`config.mk`:
```
export PLATFORM = sky130hd
export DESIGN_NAME = gray_cycle_monitor_flat
export DESIGN_NICKNAME = d
export VERILOG_FILES = /design/src/rtl/gray_cycle_monitor_pkg.sv /design/src/rtl/gray_cycle_monitor_if.sv /design/src/rtl/gray_cycle_monitor_sat.sv /design/src/rtl/gray_cycle_monitor.sv /design/src/flat_wrapper.sv
export SDC_FILE = /design/constraint.sdc
export NUM_CORES = 1
export LEC_CHECK = 0
export ABC_AREA = 1
export BUFFER_PORTS_ARGS = -buffer_cell sky130_fd_sc_hd__buf_2
export CAP_MARGIN = 20
export CORE_ASPECT_RATIO = 0.6
export CORE_MARGIN = 2
export CORE_UTILIZATION = 35
export DETAILED_ROUTE_END_ITERATION = 8
export SETUP_SLACK_MARGIN = 0.1
export SYNTH_ARGS = -nofsm -noshare
export SYNTH_HDL_FRONTEND = slang
export SYNTH_HIERARCHICAL = 1
export SYNTH_SLANG_ARGS = --single-unit
```
`constraint.sdc`:
```
create_clock -name Clk -period 2.4 [get_ports Clk]
set_input_delay 0.36 -clock Clk [delete_from_list [all_inputs] [get_ports Clk]]
set_output_delay 0.36 -clock Clk [all_outputs]
set_load 0.02 [all_outputs]
```
`src/rtl/gray_cycle_monitor_pkg.sv`:
```
// Shared definitions for the Gray-cycle monitor: state and FSM encodings,
// transition classes and the legal-successor function of the upstream machine.
package gray_cycle_monitor_pkg;

  // {A,B} encodings of the upstream T-flip-flop machine.
  typedef enum logic [1:0] {
    S00 = 2'b00,
    S10 = 2'b10,
    S11 = 2'b11,
    S01 = 2'b01
  } gray_state_e;

  // Monitor FSM encodings.
  typedef enum logic {
    RUN   = 1'b0,
    FAULT = 1'b1
  } mon_fsm_e;

  // Classification of one sampled transition.
  typedef enum logic [1:0] {
    TR_HOLD = 2'd0,
    TR_ADV  = 2'd1,
    TR_ILL  = 2'd2
  } trans_e;

  // Legal successor while x=0: 00->10->11->01->00.
  function automatic logic [1:0] gray_next(input logic [1:0] s);
    case (s)
      S00:     gray_next = S10;
      S10:     gray_next = S11;
      S11:     gray_next = S01;
      default: gray_next = S00;
    endcase
  endfunction

  // Hold if unchanged, advance if the legal successor, otherwise illegal.
  function automatic trans_e classify(input logic [1:0] prev, input logic [1:0] cur);
    if (cur == prev)                 classify = TR_HOLD;
    else if (cur == gray_next(prev)) classify = TR_ADV;
    else                             classify = TR_ILL;
  endfunction

endpackage

```
`src/rtl/gray_cycle_monitor_if.sv`:
```
// Bus between the upstream producer side (master) and the monitor (slave).
interface gray_cycle_monitor_if #(
  parameter int CNT_W  = 8,
  parameter int HOLD_W = 8
);
  logic [1:0]        state_in;
  logic              clr_err;
  logic              clr_cnt;
  logic              step;
  logic              home;
  logic [CNT_W-1:0]  cycle_cnt;
  logic              cycle_ovf;
  logic [HOLD_W-1:0] hold_cnt;
  logic              stall;
  logic              err;
  logic [1:0]        err_from;
  logic [1:0]        err_to;

  modport master (
    output state_in, clr_err, clr_cnt,
    input  step, home, cycle_cnt, cycle_ovf, hold_cnt, stall, err, err_from, err_to
  );

  modport slave (
    input  state_in, clr_err, clr_cnt,
    output step, home, cycle_cnt, cycle_ovf, hold_cnt, stall, err, err_from, err_to
  );
endinterface

```
`src/rtl/gray_cycle_monitor_sat.sv`:
```
// Saturating up-counter with synchronous clear; clear has priority over inc.
module sat_counter #(
  parameter int W = 8
) (
  input  logic         Clk,
  input  logic         rst,
  input  logic         clr,
  input  logic         inc,
  output logic [W-1:0] q
);

  // Count up to all-ones and stick there until cleared.
  // NOTE: sequential state uses non-blocking assignments so every flop samples pre-edge values.
  always_ff @(posedge Clk or negedge rst) begin
    if (!rst)                 q <= '0;
    else if (clr)             q <= '0;
    else if (inc && q != '1)  q <= q + W'(1);
  end

endmodule

```
`src/rtl/gray_cycle_monitor.sv`:
```
// Checks every sampled transition of the upstream {A,B} machine against the
// legal Gray sequence; reports steps, revolutions, hold time and first error.
module gray_cycle_monitor
  import gray_cycle_monitor_pkg::*;
#(
  parameter int CNT_W      = 8,
  parameter int HOLD_W     = 8,
  parameter int HOLD_LIMIT = 16
) (
  input logic                 Clk,
  input logic                 rst,
  gray_cycle_monitor_if.slave bus
);

  logic [1:0]        prev;
  trans_e            tr;
  mon_fsm_e          fsm_q, fsm_d;
  logic              step_d, home_d, capture;
  logic              step_q, home_q;
  logic [1:0]        from_q, to_q;
  logic [CNT_W-1:0]  cnt_q;
  logic              ovf_q;
  logic [HOLD_W-1:0] hold_q, hold_next;
  logic              stall_q;

  // Classify the current sample against the previous one.
  always_comb tr = classify(prev, bus.state_in);

  // Previous sample follows state_in every cycle, whatever the FSM state;
  // 00 at reset matches the producer's reset state.
  always_ff @(posedge Clk or negedge rst) begin
    if (!rst) prev <= S00;
    else      prev <= bus.state_in;
  end

  // FSM state register.
  always_ff @(posedge Clk or negedge rst) begin
    if (!rst) fsm_q <= RUN;
    else      fsm_q <= fsm_d;
  end

  // Next state and per-cycle decisions; clr_err absorbs the coincident transition.
  // NOTE: every output of this block gets a default first, so no path can infer a latch.
  always_comb begin
    fsm_d   = fsm_q;
    step_d  = 1'b0;
    home_d  = 1'b0;
    capture = 1'b0;
    case (fsm_q)
      RUN: begin
        if (tr == TR_ADV) begin
          step_d = 1'b1;
          home_d = (prev == S01);
        end else if (tr == TR_ILL && !bus.clr_err) begin
          fsm_d   = FAULT;
          capture = 1'b1;
        end
      end
      FAULT: begin
        if (bus.clr_err) fsm_d = RUN;
      end
      default: fsm_d = RUN;
    endcase
  end

  // Registered step/home pulses.
  always_ff @(posedge Clk or negedge rst) begin
    if (!rst) begin
      step_q <= 1'b0;
      home_q <= 1'b0;
    end else begin
      step_q <= step_d;
      home_q <= home_d;
    end
  end

  // Error location is captured only on the RUN->FAULT edge, so later
  // illegal transitions while in FAULT leave it untouched.
  always_ff @(posedge Clk or negedge rst) begin
    if (!rst) begin
      from_q <= 2'b00;
      to_q   <= 2'b00;
    end else if (capture) begin
      from_q <= prev;
      to_q   <= bus.state_in;
    end
  end

  // Revolution counter; clr_cnt beats a coincident home increment.
  always_ff @(posedge Clk or negedge rst) begin
    if (!rst) begin
      cnt_q <= '0;
      ovf_q <= 1'b0;
    end else if (bus.clr_cnt) begin
      cnt_q <= '0;
      ovf_q <= 1'b0;
    end else if (home_d) begin
      cnt_q <= cnt_q + CNT_W'(1);
      if (&cnt_q) ovf_q <= 1'b1;
    end
  end

  // Hold-duration counter runs in both FSM states.
  sat_counter #(.W(HOLD_W)) u_hold (
    .Clk (Clk),
    .rst (rst),
    .clr (tr != TR_HOLD),
    .inc (tr == TR_HOLD),
    .q   (hold_q)
  );

  // Value the hold counter takes at this edge, so stall lines up with it.
  always_comb begin
    hold_next = '0;
    if (tr == TR_HOLD) hold_next = (hold_q == '1) ? hold_q : hold_q + HOLD_W'(1);
  end

  // Registered stall flag.
  always_ff @(posedge Clk or negedge rst) begin
    if (!rst) stall_q <= 1'b0;
    else      stall_q <= (hold_next >= HOLD_W'(HOLD_LIMIT));
  end

  assign bus.step      = step_q;
  assign bus.home      = home_q;
  assign bus.cycle_cnt = cnt_q;
  assign bus.cycle_ovf = ovf_q;
  assign bus.hold_cnt  = hold_q;
  assign bus.stall     = stall_q;
  assign bus.err       = (fsm_q == FAULT);
  assign bus.err_from  = from_q;
  assign bus.err_to    = to_q;

endmodule

```
`src/flat_wrapper.sv`:
```
// flat-port wrapper written by rule: the top's interface ports become plain ports
module gray_cycle_monitor_flat import gray_cycle_monitor_pkg::*;
#(
  parameter int CNT_W      = 8,
  parameter int HOLD_W     = 8,
  parameter int HOLD_LIMIT = 16
)
  (Clk, rst, bus_state_in, bus_clr_err, bus_clr_cnt, bus_step, bus_home, bus_cycle_cnt, bus_cycle_ovf, bus_hold_cnt, bus_stall, bus_err, bus_err_from, bus_err_to);
  gray_cycle_monitor_if #(.CNT_W(CNT_W), .HOLD_W(HOLD_W)) bus_i ();
  input logic Clk;
  input logic rst;
  input wire logic [$bits(bus_i.state_in)-1:0] bus_state_in;
  input wire logic [$bits(bus_i.clr_err)-1:0] bus_clr_err;
  input wire logic [$bits(bus_i.clr_cnt)-1:0] bus_clr_cnt;
  output wire logic [$bits(bus_i.step)-1:0] bus_step;
  output wire logic [$bits(bus_i.home)-1:0] bus_home;
  output wire logic [$bits(bus_i.cycle_cnt)-1:0] bus_cycle_cnt;
  output wire logic [$bits(bus_i.cycle_ovf)-1:0] bus_cycle_ovf;
  output wire logic [$bits(bus_i.hold_cnt)-1:0] bus_hold_cnt;
  output wire logic [$bits(bus_i.stall)-1:0] bus_stall;
  output wire logic [$bits(bus_i.err)-1:0] bus_err;
  output wire logic [$bits(bus_i.err_from)-1:0] bus_err_from;
  output wire logic [$bits(bus_i.err_to)-1:0] bus_err_to;
  assign bus_i.state_in = bus_state_in;
  assign bus_i.clr_err = bus_clr_err;
  assign bus_i.clr_cnt = bus_clr_cnt;
  assign bus_step = bus_i.step;
  assign bus_home = bus_i.home;
  assign bus_cycle_cnt = bus_i.cycle_cnt;
  assign bus_cycle_ovf = bus_i.cycle_ovf;
  assign bus_hold_cnt = bus_i.hold_cnt;
  assign bus_stall = bus_i.stall;
  assign bus_err = bus_i.err;
  assign bus_err_from = bus_i.err_from;
  assign bus_err_to = bus_i.err_to;
  gray_cycle_monitor #(.CNT_W(CNT_W), .HOLD_W(HOLD_W), .HOLD_LIMIT(HOLD_LIMIT)) u_core (.Clk(Clk), .rst(rst), .bus(bus_i));
endmodule
```
==> summary.txt <==
Run status
  – Outcome: complete, no violations

Placement
  – Post-DP HPWL: 2430 um
  – Pre-CTS WS: 0.641 ns
  – Port Buffer Count: 30
  – Gp weighted congestion: 0.899

Critical path
  – CP max stage cell: dfrtp_1
  – Worst path max stage delay: 0.42 ns
  – Worst r2r path cells: 10
  – Worst flop-to-flop path startpoint: u_core/prev[0]
  – Crit path kind: reg2reg
  – R2R Path End: u_core/u_hold/q[7]
  – Startpoint types: flip-flop
  – Crit end category: flip-flop
  – CP required: 2.58 ns
  – Crit path top cell by count: inv_1
  – R2R setup slack: 0.68 ns
  – Critical-path maximum fanout: 9
  – Worst EP arrival: 1.90 ns
  – CP Cell Sequence: inv_1 > nand2_1 > nand2_1 > nand3_2 > inv_1 > inv_1 > a21oi_1 > nand3_1 > nand2_1 > inv_1

Power
  – PD cells: 534 mW/mm^2
  – Cell Int Power: 0.658 mW
  – Max IR drop VDD: 261 uV
  – Clock power share: 27.3%
  – Net Sw Frac: 29.7%
  – Net Sw Power: 0.278 mW
  – Gate power share: 18.2%
  – Leak Pwr: 0.928 nW
  – Flop pwr share: 54.4%

Synth
  – Mapped cell area: 0.00149 mm^2
  – Syn nets: 204
  – Share of the synthesized area in the top cell type: 45.2%
  – Number of flops mapped to enable cells by yosys: 0
  – Netlist cell types: 25
  – Largest area contributor in the netlist: dfrtp_1
  – Synthesis-stage register bit count: 27
  – Ys async rst share: 100%
  – Synth top area cells: dfrtp_1, nand2_1, nand3_1, inv_1, ha_1
  – Syn Inst Count: 195
  – Syn_area_per_cell: 7.66 um^2
  – Ys flop type: dfrtp_1
  – Sequential share of the synthesized area: 45.2%
  – Synth warnings: 6

Drt
  – First DRT Iteration DRCs: 73
  – Total Routed Length: 3230 um
  – Routed Antenna Nets: 0
  – Via-per-instance ratio: 4.53
  – Vias: 1304
  – Residual DRC: 0
  – Avg WL per Cell: 11.2 um
  – Number of detailed-route iterations in the first pass: 4

Cells and area
  – Nets: 238
  – Synthesis-to-layout area growth: 17.3%
  – Most frequent cells in the layout: nand2_1, buf_2, dfrtp_1
  – Layout cells sized above 1: 23.2%
  – Most common cell after layout, fill and taps aside: nand2_1
  – Ant diodes: 0
  – Fillers: 432

Global routing
  – Total gr overflow: 0
  – Total GRT Usage: 15.1%
  – Largest net degree at the start of global routing: 28
  – Initial antenna violation count: 0
  – First-pass GRT wire length: 5480 um
  – Number of global-route vias before repair: 1137

Timing
  – Slew @ Worst Pin: 0.608 ns
  – Hold Violations, Final: 0
  – Final Setup Violations: 0
  – RSZ-0062 raised after global routing: no
  – Max_slew headroom: 59.5%
  – Crit share post-route: 71.7%
  – Peak Freq: 581 MHz
  – Slew Viols, Final: 0
  – Clock Skew: 0.00481 ns
  – Final worst path period need: 1.72 ns
  – PnR worst setup slack: 0.680 ns
  – Setup TNS: 0 ns

CTS
  – Clock root buffer: clkbuf_8
  – Clock Sink Count: 27
  – Post-CTS Setup Repair Bufs: 0
  – Worst-path clk slew: 0.09 ns
  – # hold bufs at CTS: 0
  – H-tree Lvls: 1
  – CTS tree: done
  – Clk buf depth: 2
  – TritonCTS Buffers: 3
  – Worst skew pair latency: 0.27 ns
  – Cts repair resizes: 0

Floorplan
  – FP Rows: 18
  – Top-level port count: 31
  – Initial Util: 36.4%
  – Die area: 0.00482 mm^2
  – Total core area: 0.00410 mm^2
  – Height of the die: 54.6 um
  – Chip Width: 88.3 um

Run
  – Number of max-cap violations: 0

Min path
  – Worst Hold Class: in2async
[metrics by stage]
| stage | instances | power, mW | util (%) | area, um^2 | hold WS, ns |
|---|---|---|---|---|---|
| 5_1_grt | 288 | 0.994 | 42.8 | 1750 | 0.137 |
| 3_5_place_dp | 284 | 0.692 | 41.7 | 1710 | 0.420 |
| 3_3_place_gp | 284 | 0.694 | 41.7 | 1710 | 0.418 |
| 2_1_floorplan | 195 | 0.627 | - | 1490 | 0.0644 |
| 6_report | 288 | 0.936 | 42.8 | 1750 | 0.0923 |
| 4_1_cts | 288 | 0.954 | 42.8 | 1750 | 0.115 |
[worst max-delay path: cells and delay by family, from the launching register on]
| kind | cells | cell delay (ns) |
|---|---|---|
| buf+inv | 4 | 0.42 |
| compound gates | 1 | 0.29 |
| flops | 1 | 0.42 |
| simple gates | 5 | 0.49 |
[flip-flops by register name (all words and copies together) (netlist names)]
name,flops
u_core/bus.err_to,2
u_core/u_hold/q,8
u_core/bus.cycle_cnt,8
u_core/bus.err_from,2
u_core/bus.step,1
u_core/prev,2
u_core/bus.home,1
u_core/bus.cycle_ovf,1
u_core/bus.stall,1
u_core/bus.err,1
[worst max-delay path by stage]
stage | start | endpoint | slack (ns)
after global placement | bus_state_in[0] | u_core/u_hold/q[7] | 0.68
after CTS | u_core/prev[0] | u_core/u_hold/q[7] | 0.67
after floorplan | u_core/prev[0] | u_core/u_hold/q[7] | 0.96
final | u_core/prev[0] | u_core/u_hold/q[7] | 0.68
after global routing | u_core/prev[0] | u_core/u_hold/q[7] | 0.42
after detailed placement | bus_state_in[0] | u_core/u_hold/q[7] | 0.64
[Yosys cell counts, types with 3 or more instances]
| library cell | n |
|---|---|
| inv_2 | 3 |
| o21ai_0 | 3 |
| nand3_1 | 20 |
| o21bai_1 | 3 |
| o21ai_1 | 7 |
| inv_1 | 22 |
| a21oi_1 | 6 |
| dfrtp_1 | 27 |
| nor2_1 | 9 |
| nand2_1 | 64 |
| nand2_2 | 3 |
| nand4_1 | 6 |
| nor2_2 | 6 |
| ha_1 | 3 |
| nor3_1 | 3 |
[power groups by stage]
stage,Sequential [mW],Clock (mW),Combinational [mW]
floorplan,0.555,0,0.0719
global placement,0.519,0,0.175
detailed placement,0.520,0,0.173
CTS,0.510,0.270,0.174
global route,0.516,0.284,0.195
finish,0.509,0.256,0.171
[cell type report]
cell class	count	area, um^2	share of cell area, %
multi-input cells	140	701	40.0
flip-flops and latches	27	676	38.5
repair buffers	30	150	8.57
inverters	27	106	6.07
well taps	60	75.1	4.28
clock buffers	4	45.0	2.57
[layer usage]
layer  GRT usage [%]  share of wire (%)
met4            2.27               0.37
met1            24.9                 56
met3            4.22                7.7
met5               0                  0
met2            19.0                 36
[kinds of logic (layout without fill, tap and decap cells)]
kind of cell             after synthesis  in the layout  share of synthesized area (%)
AND/OR/NAND/NOR                      117            117                           36.9
buffers and inverters                 28             61                           7.87
flip-flops                            27             27                           45.2
AO/OA/AOI/OAI                         20             20                           7.45
adder cells (fa/ha/maj)                3              3                           2.51
Power figures use the tool's default switching activity.
